## src/rtl/mem_line_arbiter_pkg.sv

```systemverilog
// Shared types, widths and address helpers for the line-RAM arbiter.
package mem_arb_pkg;

    localparam int LINE_BYTES = 16;
    localparam int LINE_OFF_W = $clog2(LINE_BYTES);
    localparam int RAM_WIN_W  = 9;
    localparam int DATA_W     = 128;
    localparam int ADDR_W     = 32;
    localparam int LAT_W      = 4;
    localparam int STARVE_W   = 8;

    typedef enum logic [1:0] {
        ST_IDLE = 2'd0,
        ST_BUSY = 2'd1,
        ST_RESP = 2'd2
    } state_t;

    function automatic logic [ADDR_W-1:0] line_addr(input logic [ADDR_W-1:0] a);
        return {a[ADDR_W-1:LINE_OFF_W], {LINE_OFF_W{1'b0}}};
    endfunction

    // Bit 31 is deliberately outside the window test; only [30:9] must be zero.
    function automatic logic out_of_window(input logic [ADDR_W-1:0] a);
        return |a[ADDR_W-2:RAM_WIN_W];
    endfunction

endpackage

```

## src/rtl/mem_line_arbiter_if.sv

```systemverilog
// Demand/prefetch request+response channels and the line-RAM port.
// Handshake: a request transfers on a rising edge where valid & ready are both 1;
// ready may depend combinationally on valid; responses have no backpressure.
interface mem_line_arbiter_if;
    import mem_arb_pkg::*;

    logic              d_req_valid;
    logic              d_req_ready;
    logic [ADDR_W-1:0] d_addr;
    logic              d_we;
    logic [DATA_W-1:0] d_wdata;
    logic              d_resp_valid;
    logic [DATA_W-1:0] d_rdata;
    logic              d_err;

    logic              p_req_valid;
    logic              p_req_ready;
    logic [ADDR_W-1:0] p_addr;
    logic              p_resp_valid;
    logic [DATA_W-1:0] p_rdata;
    logic              p_err;

    logic [ADDR_W-1:0] addra;
    logic [DATA_W-1:0] dina;
    logic              wea;
    logic [DATA_W-1:0] douta;

    // master = requesters plus the RAM; slave = the arbiter
    modport master (
        output d_req_valid, d_addr, d_we, d_wdata, p_req_valid, p_addr, douta,
        input  d_req_ready, d_resp_valid, d_rdata, d_err,
        input  p_req_ready, p_resp_valid, p_rdata, p_err, addra, dina, wea
    );

    modport slave (
        input  d_req_valid, d_addr, d_we, d_wdata, p_req_valid, p_addr, douta,
        output d_req_ready, d_resp_valid, d_rdata, d_err,
        output p_req_ready, p_resp_valid, p_rdata, p_err, addra, dina, wea
    );

endinterface

```

## src/rtl/mem_lat_timer.sv

```systemverilog
// Down-counter timing the BUSY phase; o_done marks the final BUSY cycle.
module mem_lat_timer
    import mem_arb_pkg::*;
#(
    parameter int unsigned LATENCY = 4
) (
    input  logic i_clk,
    input  logic i_rst_n,
    input  logic i_load,
    output logic o_done
);

    logic [LAT_W-1:0] r_cnt;

    always_ff @(posedge i_clk or negedge i_rst_n) begin
        if (!i_rst_n) begin
            r_cnt <= '0;
        end else if (i_load) begin
            r_cnt <= LAT_W'(LATENCY);
        end else if (r_cnt != '0) begin
            r_cnt <= r_cnt - LAT_W'(1);
        end
    end

    assign o_done = (r_cnt == LAT_W'(1));

endmodule

```

## src/rtl/mem_line_arbiter.sv

```systemverilog
// Single-transaction line-RAM arbiter: demand priority with prefetch anti-starvation
// and merging of a matching demand read into an in-flight prefetch read.
module mem_line_arbiter
    import mem_arb_pkg::*;
#(
    parameter int unsigned LATENCY    = 4,
    parameter int unsigned STARVE_MAX = 8
) (
    input  logic              clka,
    input  logic              rst_n,
    mem_line_arbiter_if.slave bus,
    output state_t            dbg_state
);

    state_t              r_state;
    logic [STARVE_W-1:0] r_starve;
    logic                r_owner_p;
    logic                r_we;
    logic                r_oow;
    logic                r_merged;
    logic [ADDR_W-1:0]   r_line;
    logic [DATA_W-1:0]   r_wdata;
    logic                r_d_resp_valid;
    logic [DATA_W-1:0]   r_d_rdata;
    logic                r_d_err;
    logic                r_p_resp_valid;
    logic [DATA_W-1:0]   r_p_rdata;
    logic                r_p_err;

    logic                w_done;
    logic                w_force_p;
    logic                w_grant_d;
    logic                w_grant_p;
    logic                w_merge;
    logic                w_wea;
    logic [DATA_W-1:0]   w_rdata;

    mem_lat_timer #(.LATENCY(LATENCY)) u_timer (
        .i_clk   (clka),
        .i_rst_n (rst_n),
        .i_load  (w_grant_d | w_grant_p),
        .o_done  (w_done)
    );

    assign w_force_p = (r_starve == STARVE_W'(STARVE_MAX)) && bus.p_req_valid;
    assign w_grant_d = (r_state == ST_IDLE) && bus.d_req_valid && !w_force_p;
    assign w_grant_p = (r_state == ST_IDLE) && bus.p_req_valid && !w_grant_d;
    assign w_merge   = (r_state == ST_BUSY) && r_owner_p && !r_merged && bus.d_req_valid
                       && !bus.d_we && (line_addr(bus.d_addr) == r_line);
    assign w_wea     = (r_state == ST_BUSY) && w_done && r_we && !r_oow;
    assign w_rdata   = (r_we || r_oow) ? '0 : bus.douta;

    assign bus.d_req_ready  = w_grant_d | w_merge;
    assign bus.p_req_ready  = w_grant_p;
    assign bus.addra        = (r_state == ST_BUSY) ? r_line : '0;
    assign bus.wea          = w_wea;
    assign bus.dina         = w_wea ? r_wdata : '0;
    assign bus.d_resp_valid = r_d_resp_valid;
    assign bus.d_rdata      = r_d_rdata;
    assign bus.d_err        = r_d_err;
    assign bus.p_resp_valid = r_p_resp_valid;
    assign bus.p_rdata      = r_p_rdata;
    assign bus.p_err        = r_p_err;
    assign dbg_state        = r_state;

    always_ff @(posedge clka or negedge rst_n) begin
        if (!rst_n) begin
            r_state        <= ST_IDLE;
            r_starve       <= '0;
            r_owner_p      <= 1'b0;
            r_we           <= 1'b0;
            r_oow          <= 1'b0;
            r_merged       <= 1'b0;
            r_line         <= '0;
            r_wdata        <= '0;
            r_d_resp_valid <= 1'b0;
            r_d_rdata      <= '0;
            r_d_err        <= 1'b0;
            r_p_resp_valid <= 1'b0;
            r_p_rdata      <= '0;
            r_p_err        <= 1'b0;
        end else begin
            r_d_resp_valid <= 1'b0;
            r_p_resp_valid <= 1'b0;
            case (r_state)
                ST_IDLE: begin
                    if (w_grant_d) begin
                        r_state   <= ST_BUSY;
                        r_owner_p <= 1'b0;
                        r_we      <= bus.d_we;
                        r_oow     <= out_of_window(bus.d_addr);
                        r_line    <= line_addr(bus.d_addr);
                        r_wdata   <= bus.d_wdata;
                        r_merged  <= 1'b0;
                        if (bus.p_req_valid && (r_starve != {STARVE_W{1'b1}}))
                            r_starve <= r_starve + STARVE_W'(1);
                    end else if (w_grant_p) begin
                        r_state   <= ST_BUSY;
                        r_owner_p <= 1'b1;
                        r_we      <= 1'b0;
                        r_oow     <= out_of_window(bus.p_addr);
                        r_line    <= line_addr(bus.p_addr);
                        r_wdata   <= '0;
                        r_merged  <= 1'b0;
                        r_starve  <= '0;
                    end
                end
                ST_BUSY: begin
                    if (w_merge)
                        r_merged <= 1'b1;
                    if (w_done) begin
                        r_state <= ST_RESP;
                        // A demand merged on the very last BUSY cycle still rides this response.
                        if (!r_owner_p || r_merged || w_merge) begin
                            r_d_resp_valid <= 1'b1;
                            r_d_rdata      <= w_rdata;
                            r_d_err        <= r_oow;
                        end
                        if (r_owner_p) begin
                            r_p_resp_valid <= 1'b1;
                            r_p_rdata      <= w_rdata;
                            r_p_err        <= r_oow;
                        end
                    end
                end
                ST_RESP: begin
                    r_state  <= ST_IDLE;
                    r_merged <= 1'b0;
                end
                default: r_state <= ST_IDLE;
            endcase
        end
    end

endmodule

```

## src/flat_wrapper.sv

```systemverilog
// flat-port wrapper written by rule: the top's interface ports become plain ports
module mem_line_arbiter_flat import mem_arb_pkg::*;
#(
    parameter int unsigned LATENCY    = 4,
    parameter int unsigned STARVE_MAX = 8
)
  (clka, rst_n, dbg_state, bus_d_req_valid, bus_d_addr, bus_d_we, bus_d_wdata, bus_p_req_valid, bus_p_addr, bus_douta, bus_d_req_ready, bus_d_resp_valid, bus_d_rdata, bus_d_err, bus_p_req_ready, bus_p_resp_valid, bus_p_rdata, bus_p_err, bus_addra, bus_dina, bus_wea);
  mem_line_arbiter_if bus_i ();
  input  logic clka;
  input  logic rst_n;
  output state_t dbg_state;
  input wire logic [$bits(bus_i.d_req_valid)-1:0] bus_d_req_valid;
  input wire logic [$bits(bus_i.d_addr)-1:0] bus_d_addr;
  input wire logic [$bits(bus_i.d_we)-1:0] bus_d_we;
  input wire logic [$bits(bus_i.d_wdata)-1:0] bus_d_wdata;
  input wire logic [$bits(bus_i.p_req_valid)-1:0] bus_p_req_valid;
  input wire logic [$bits(bus_i.p_addr)-1:0] bus_p_addr;
  input wire logic [$bits(bus_i.douta)-1:0] bus_douta;
  output wire logic [$bits(bus_i.d_req_ready)-1:0] bus_d_req_ready;
  output wire logic [$bits(bus_i.d_resp_valid)-1:0] bus_d_resp_valid;
  output wire logic [$bits(bus_i.d_rdata)-1:0] bus_d_rdata;
  output wire logic [$bits(bus_i.d_err)-1:0] bus_d_err;
  output wire logic [$bits(bus_i.p_req_ready)-1:0] bus_p_req_ready;
  output wire logic [$bits(bus_i.p_resp_valid)-1:0] bus_p_resp_valid;
  output wire logic [$bits(bus_i.p_rdata)-1:0] bus_p_rdata;
  output wire logic [$bits(bus_i.p_err)-1:0] bus_p_err;
  output wire logic [$bits(bus_i.addra)-1:0] bus_addra;
  output wire logic [$bits(bus_i.dina)-1:0] bus_dina;
  output wire logic [$bits(bus_i.wea)-1:0] bus_wea;
  assign bus_i.d_req_valid = bus_d_req_valid;
  assign bus_i.d_addr = bus_d_addr;
  assign bus_i.d_we = bus_d_we;
  assign bus_i.d_wdata = bus_d_wdata;
  assign bus_i.p_req_valid = bus_p_req_valid;
  assign bus_i.p_addr = bus_p_addr;
  assign bus_i.douta = bus_douta;
  assign bus_d_req_ready = bus_i.d_req_ready;
  assign bus_d_resp_valid = bus_i.d_resp_valid;
  assign bus_d_rdata = bus_i.d_rdata;
  assign bus_d_err = bus_i.d_err;
  assign bus_p_req_ready = bus_i.p_req_ready;
  assign bus_p_resp_valid = bus_i.p_resp_valid;
  assign bus_p_rdata = bus_i.p_rdata;
  assign bus_p_err = bus_i.p_err;
  assign bus_addra = bus_i.addra;
  assign bus_dina = bus_i.dina;
  assign bus_wea = bus_i.wea;
  mem_line_arbiter #(.LATENCY(LATENCY), .STARVE_MAX(STARVE_MAX)) u_core (.clka(clka), .rst_n(rst_n), .bus(bus_i), .dbg_state(dbg_state));
endmodule
```

## config.mk

```make
export PLATFORM = sky130hd
export DESIGN_NAME = mem_line_arbiter_flat
export DESIGN_NICKNAME = d
export VERILOG_FILES = /design/src/rtl/mem_line_arbiter_pkg.sv /design/src/rtl/mem_line_arbiter_if.sv /design/src/rtl/mem_lat_timer.sv /design/src/rtl/mem_line_arbiter.sv /design/src/flat_wrapper.sv
export SDC_FILE = /design/constraint.sdc
export NUM_CORES = 1
export LEC_CHECK = 0
export BUFFER_PORTS_ARGS = -buffer_cell sky130_fd_sc_hd__buf_2
export CAP_MARGIN = 20
export CELL_PAD_IN_SITES_DETAIL_PLACEMENT = 1
export CELL_PAD_IN_SITES_GLOBAL_PLACEMENT = 1
export CORE_AREA = 2 2 296 298
export DETAILED_ROUTE_END_ITERATION = 8
export DIE_AREA = 0 0 298 300
export PLACE_DENSITY = 0.61
export SYNTH_ARGS = -nofsm -noshare
export SYNTH_HDL_FRONTEND = slang
export SYNTH_HIERARCHICAL = 1
export SYNTH_SLANG_ARGS = --single-unit
```

## constraint.sdc

```tcl
create_clock -name clka -period 2.6 [get_ports clka]
set_input_delay 0.13 -clock clka [delete_from_list [all_inputs] [get_ports clka]]
set_output_delay 0.13 -clock clka [all_outputs]
set_load 0.02 [all_outputs]
```

==> results of run 1 <==
stage by stage:
step,setup TNS (ns),cells,utilization
CTS,-15.55,4245,0.3621
floorplan,0,1976,-
global placement,0,3793,0.2903
global route,-28.50,4270,0.3705
finish,-14.09,4271,0.3705
detailed placement,0,3793,0.2903
cells by family (layout without fill, tap and decap cells):
kind of cell	after synthesis	in the layout	share of synthesized area
compound gates	166	166	0.04473
fa+ha+maj	5	5	0.003159
simple gates	1034	1034	0.2424
other cells	1	5	0.0001894
xor+xnor	35	35	0.01548
flops	434	434	0.5484
mux	161	161	0.1085
buf+inv	137	1276	0.03715
per-layer routing:
layer | wire [um] | vias up
li1 | - | 8503
met1 | 34310 | 9113
met2 | 42210 | 527
met3 | 3806 | 173
met4 | 3693 | 2
met5 | 10 | -
what timing repair did:
item | CTS | global route
setup buffers | 24 | 20
endpoints found under the hold margin | 706 | 1
endpoints found under the setup margin | 131 | 143
hold buffers | 319 | 1
pin swaps | 6 | 31
resized for setup | 233 | 150
gates cloned | 5 | 9
area by class of cell:
class | instances | area, um^2
Antenna cell | 1 | 2.502
Clock buffer | 79 | 1617
Clock inverter | 25 | 305.3
Fill cell | 9941 | 54270
Inverter | 7 | 28.78
Multi-Input combinational cell | 1405 | 8581
Sequential cell | 434 | 10860
Tap cell | 1155 | 1445
Timing Repair Buffer | 1165 | 9101
cell usage after synthesis (2+ instances only):
cell | count | area (um^2)
buf_6 | 26 | 292.8
nand4_1 | 11 | 68.82
mux2_4 | 99 | 1486
buf_4 | 4 | 30.03
o21ai_1 | 110 | 550.5
nor4_2 | 2 | 25.02
inv_1 | 7 | 26.28
xnor2_1 | 29 | 254.0
nor3_1 | 4 | 20.02
and2_1 | 284 | 1777
mux2_2 | 34 | 382.9
nor3b_1 | 3 | 22.52
ha_1 | 5 | 62.56
nand2_1 | 676 | 2537
dfrtp_1 | 434 | 10860
nor4_1 | 9 | 56.30
mux2i_1 | 28 | 280.3
xor2_1 | 6 | 52.55
nor2_1 | 17 | 63.81
clkbuf_1 | 85 | 319.1
o21ai_0 | 48 | 240.2
nand2b_1 | 3 | 18.77
nor2b_1 | 5 | 31.28
nand3_1 | 8 | 40.04
buf_1 | 6 | 22.52
buf_2 | 8 | 40.04
state kept, by name (all words and copies together), names as in the netlist:
register                 count
u_core/bus.p_resp_valid      1
u_core/dbg_state             2
u_core/u_timer/r_cnt         4
u_core/bus.d_err             1
u_core/r_starve              8
u_core/bus.p_rdata         128
u_core/r_line               28
u_core/r_oow                 1
u_core/bus.p_err             1
u_core/r_wdata             128
u_core/bus.d_rdata         128
u_core/r_we                  1
u_core/bus.d_resp_valid      1
u_core/r_owner_p             1
u_core/r_merged              1
path summary, 6_finish.rpt:
kind                                         startpoint                      end  slack, ns
min in group clka                        bus_p_addr[11]        u_core/r_line[11]       0.12
worst max register to register  u_core/u_timer/r_cnt[1]  u_core/u_timer/r_cnt[0]      -0.05
worst min-delay path                              rst_n   u_core/bus.p_rdata[66]       0.11
max in group asynchronous                         rst_n  u_core/u_timer/r_cnt[0]       1.56
worst max-delay path            u_core/u_timer/r_cnt[1]            bus_dina[127]      -0.18
worst min register to register   u_core/bus.p_rdata[64]   u_core/bus.p_rdata[64]       0.47
power by group through the flow:
stage	registers (mW)	logic (mW)	clock network [mW]
2_1_floorplan	13.5	5.97	0
3_3_place_gp	11.5	13.0	0
3_5_place_dp	11.6	13.3	0
4_1_cts	11.6	14.2	8.36
5_1_grt	12.1	15.5	8.63
6_report	11.7	14.4	8.12
==> flow_metrics.tcl, run 1 <==
set metrics [dict create \
    via_per_inst 4.289 \
    p_total_mw 34.24 \
    p_clk_frac 0.237 \
    pre_cts_ws_ns 0.1169 \
    seq_area_frac_synth 0.5484 \
    drt_first_pass_iters 5 \
    final_cell_mix "674 x nand2_1, 608 x buf_2, 432 x dfrtp_1" \
    path_class "reg2out" \
    synthCells 1973 \
    io_buffers 737 \
    grt_max_degree 89 \
    ys_async_sr_fraction 1.000 \
    cts_tree "done" \
    status "finished, violations left" \
    hold_violations 0 \
    grt_busiest_layer "met2" \
    ios 750 \
    antenna_found_initial 2 \
    clock_path_buffers 3 \
    finalClockSkew_ns 0.02701 \
    avgSynthCellArea_um2 10.04 \
    wl_per_cell_um 19.68 \
    die_w_um 298 \
    drt_iter0_markers 794 \
    nNetsFinal 3398 \
    rsz0062_at_grt "true" \
    cp-start-kind "flip-flop" \
    cts_root_buf "clkbuf_16" \
    ys_types 48 \
    internal-power_mw 20.48 \
    hp-class "in2async" \
    placed_area_um2 25030 \
    drc 0 \
    drive_gt1_frac 0.3839 \
    numCtsBuffers 55 \
    seq_power_share 0.342 \
    leakage_nw 16.52 \
    area_delta_synth_final_pct 61.30 \
    finalCriticalPeriod_ns 2.776 \
    via_count 18320 \
    wl_um 84030 \
    clk_pin_slew_ns 0.06 \
    slowest_delay_ns 0.41 \
    critPathTopFamily "buffers and inverters" \
    ant_nets 0 \
    failed_checks "setup timing" \
    gp_congestion 0.8505 \
    synth_flop_cell "dfrtp_1" \
    timing.hold.ws_ns 0.1058 \
    clk_latency_ns 0.62 \
    fin_crit_sh 1.068 \
    slew_violations 0 \
    crit_slowest_cell "dfrtp_1" \
    die_y_um 300 \
    fin_ws_ns -0.1761 \
    grt_use_total 0.1771 \
    grt_overflow_total 0 \
    htree_levels 2 \
    syn-cell-area_um2 19800 \
    combPwrFrac 0.421 \
    synth_edf_count 0 \
    dieArea_um2 89400 \
    synth_seq_cells 434 \
    fin_area_um2 31940 \
    ir_worst_vdd_v 0.0006461 \
    cp_cell_sequence "inv_2 > ha_4 > nor3b_4 > buf_6 > nand2_4 > nor3b_4 > buf_12 > buf_12 > buf_12 > buf_4 > and2_1 > buf_6" \
    setup_viol 120 \
    max_slew_margin 0.5937 \
    cp_num_cells 12 \
    synth_warnings 6 \
    cap_violations 0 \
    cpMostUsedCell "buf_12" \
    fmax_ghz 0.3602 \
    num_rows 108 \
    path_buf_inv 7 \
    initial_utilization 0.2297 \
    reg2reg_depth 16 \
    crit_required_ns 2.47 \
    timing_worst_slew_pin_value_ns 0.6095 \
    grtUsageMet1 0.2135 \
    cp_max_fo 5 \
    grt_pass1_vias 19790 \
    grtUsageMet3 0.03172 \
    endpoint_kind "output port" \
    pwr_density_cell_nw_per_um2 1072 \
    dpl.hpwl_um 55660 \
    p_switching_mw 13.76 \
    met2_usage 0.3115 \
    cp.arrival_ns 2.65 \
    grt_pass1_wl_um 123700 \
    clock-sinks 434 \
    core-area_um2 86210 \
    final_common_cell "nand2_1" \
    switching_share 0.4019 \
]
Power figures use the tool's default switching activity.
==> run 2: changes to the inputs <==
--- a/config.mk
+++ b/config.mk
@@ -6,12 +6,13 @@
 export NUM_CORES = 1
 export LEC_CHECK = 0
 export BUFFER_PORTS_ARGS = -buffer_cell sky130_fd_sc_hd__buf_2
-export CAP_MARGIN = 20
+export CAP_MARGIN = 40
 export CELL_PAD_IN_SITES_DETAIL_PLACEMENT = 1
 export CELL_PAD_IN_SITES_GLOBAL_PLACEMENT = 1
 export CORE_AREA = 2 2 296 298
 export DETAILED_ROUTE_END_ITERATION = 8
 export DIE_AREA = 0 0 298 300
+export GPL_TIMING_DRIVEN = 0
 export PLACE_DENSITY = 0.61
 export SYNTH_ARGS = -nofsm -noshare
 export SYNTH_HDL_FRONTEND = slang
==> flow_metrics.tcl, run 2 (same netlist as run 1, synthesis figures left out) <==
set metrics [dict create \
    die_w_um 298 \
    slew_violations 0 \
    fin_area_um2 32030 \
    r2r_start "u_core/r_starve[0]" \
    grt_max_degree 104 \
    path_class "reg2out" \
    combPwrFrac 0.430 \
    ant_nets 0 \
    fmax_ghz 0.3714 \
    htree_levels 2 \
    seq_power_share 0.350 \
    cp_max_fo 6 \
    core-area_um2 86210 \
    placed_area_um2 25120 \
    switching_share 0.4183 \
    fin_ws_ns -0.09286 \
    hold_violations 0 \
    dieArea_um2 89400 \
    fill_cells 9958 \
    fin_tns_setup_ns -5.943 \
    grt_overflow_total 0 \
    initial_utilization 0.2297 \
    endpoint_kind "output port" \
    reg2reg_depth 12 \
    drt_first_pass_iters 5 \
    ios 750 \
    final_common_cell "nand2_1" \
    pwr_density_cell_nw_per_um2 1046 \
    finalClockSkew_ns 0.01724 \
    ir_worst_vdd_v 0.0006316 \
    clk_latency_ns 0.62 \
    clock_path_buffers 3 \
    fin_crit_sh 1.036 \
    cap_violations 0 \
    via_count 18930 \
    internal-power_mw 19.50 \
    cts_tree "done" \
    timing_worst_slew_pin_value_ns 0.8135 \
    numCtsBuffers 54 \
    cp.arrival_ns 2.56 \
    nNetsFinal 3458 \
    status "finished, violations left" \
    max_slew_margin 0.4577 \
    drc 0 \
    wl_per_cell_um 21.12 \
    failed_checks "setup timing" \
    io_buffers 737 \
    grt_use_total 0.1992 \
    timing.hold.ws_ns 0.05192 \
    grt_pass1_wl_um 136200 \
    rr_endpoint "u_core/r_wdata[26]" \
    grt_pass1_vias 21210 \
    final_cell_mix "675 x nand2_1, 612 x buf_2, 432 x dfrtp_1" \
    crit_required_ns 2.47 \
    reg2reg_slack_ns 0.08 \
    antenna_found_initial 5 \
    leakage_nw 16.52 \
    p_clk_frac 0.220 \
    gp_congestion 0.8310 \
    drive_gt1_frac 0.3864 \
    cts_root_buf "clkbuf_16" \
    area_delta_synth_final_pct 61.72 \
    hp-class "in2async" \
    num_rows 108 \
    cp-start-kind "flip-flop" \
    finalCriticalPeriod_ns 2.693 \
    wl_um 91450 \
    die_y_um 300 \
    rsz0062_at_grt "true" \
    p_switching_mw 14.02 \
    clock-sinks 434 \
    drt_iter0_markers 934 \
    via_per_inst 4.372 \
    setup_viol 127 \
    dpl.hpwl_um 63850 \
    clk_pin_slew_ns 0.07 \
]
==> run 2: changes by cell type in the layout (fill, tap and decap cells not counted), sizes merged <==
cell | previous run | this run
dlygate4sd3 | 318 | 316
dlymetal6s4s | 1 | 0
clkinv | 11 | 10
inv | 13 | 9
bufinv | 5 | 0
clkbuf | 86 | 169
diode | 1 | 5
clkinvlp | 3 | 2
buf | 839 | 825
==> run 2: worst max-delay path by stage <==
stage / to / from / depth (start not counted)
after floorplan: u_core/u_timer/r_cnt[3] / u_core/dbg_state[1] / 7
final: bus_dina[101] / u_core/u_timer/r_cnt[1] / 10
after global placement: u_core/r_wdata[20] / rst_n / 1
after global routing: bus_dina[11] / u_core/u_timer/r_cnt[1] / 10
after detailed placement: u_core/bus.p_rdata[65] / u_core/u_timer/r_cnt[1] / 10
after CTS: bus_dina[58] / u_core/u_timer/r_cnt[1] / 10
==> run 2: routing by layer <==
| metal | GRT usage | routed length (um) |
|---|---|---|
| met1 | 0.2446 | 38030 |
| met2 | 0.3334 | 43780 |
| met3 | 0.03743 | 4569 |
| met4 | 0.1034 | 5055 |
| met5 | 0 | 13 |
==> run 2: worst max-delay path: stages, from the launching register on <==
cell and delay, ns:
dfrtp_1 0.39, inv_2 0.08, ha_4 0.12, nor3b_4 0.25, nand2_2 0.11, nor3b_4 0.22, buf_12 0.19, buf_16 0.17
clkbuf_16 0.16, and2_4 0.13, buf_6 0.11
==> run 2: area by class of cell <==
| class | instances | area, um^2 | share of cell area |
|---|---|---|---|
| Tap cell | 1155 | 1445 | 0.04512 |
| Multi-Input combinational cell | 1405 | 8637 | 0.2697 |
| Timing Repair Buffer | 1098 | 8320 | 0.2598 |
| Buffer | 128 | 1018 | 0.03180 |
| Clock buffer | 84 | 1584 | 0.04946 |
| Inverter | 7 | 26.28 | 0.0008204 |
| Antenna cell | 5 | 12.51 | 0.0003907 |
| Sequential cell | 434 | 10860 | 0.3392 |
| Clock inverter | 14 | 120.1 | 0.003750 |
==> run 2: power by group through the flow <==
stage	sequential (mW)	combinational (mW)	clock [mW]
after CTS	11.7	14.3	7.58
after global routing	12.1	15.5	7.81
after global placement	11.6	13.3	0
final	11.7	14.4	7.36
after floorplan	13.5	5.97	0
after detailed placement	11.7	13.5	0
==> run 2: through the flow <==
step                power [mW]  setup slack (ns)  cells    util
floorplan                19.51            0.4119   1976       -
global placement         24.86            -8.476   3868  0.2894
detailed placement       25.19           -0.6696   3877  0.2914
CTS                      33.54           -0.1825   4324  0.3705
global route             35.43           -0.2132   4328  0.3714
finish                   33.51          -0.09286   4330  0.3715
==> run 2: what timing repair did <==
action | CTS | global route
hold buffers | 316 | 0
endpoints found under the setup margin | 398 | 274
hold endpoints to repair | 559 | 0
pin swaps | 114 | 12
setup buffers | 21 | 1
resized for setup | 485 | 45
cloned | 15 | 0
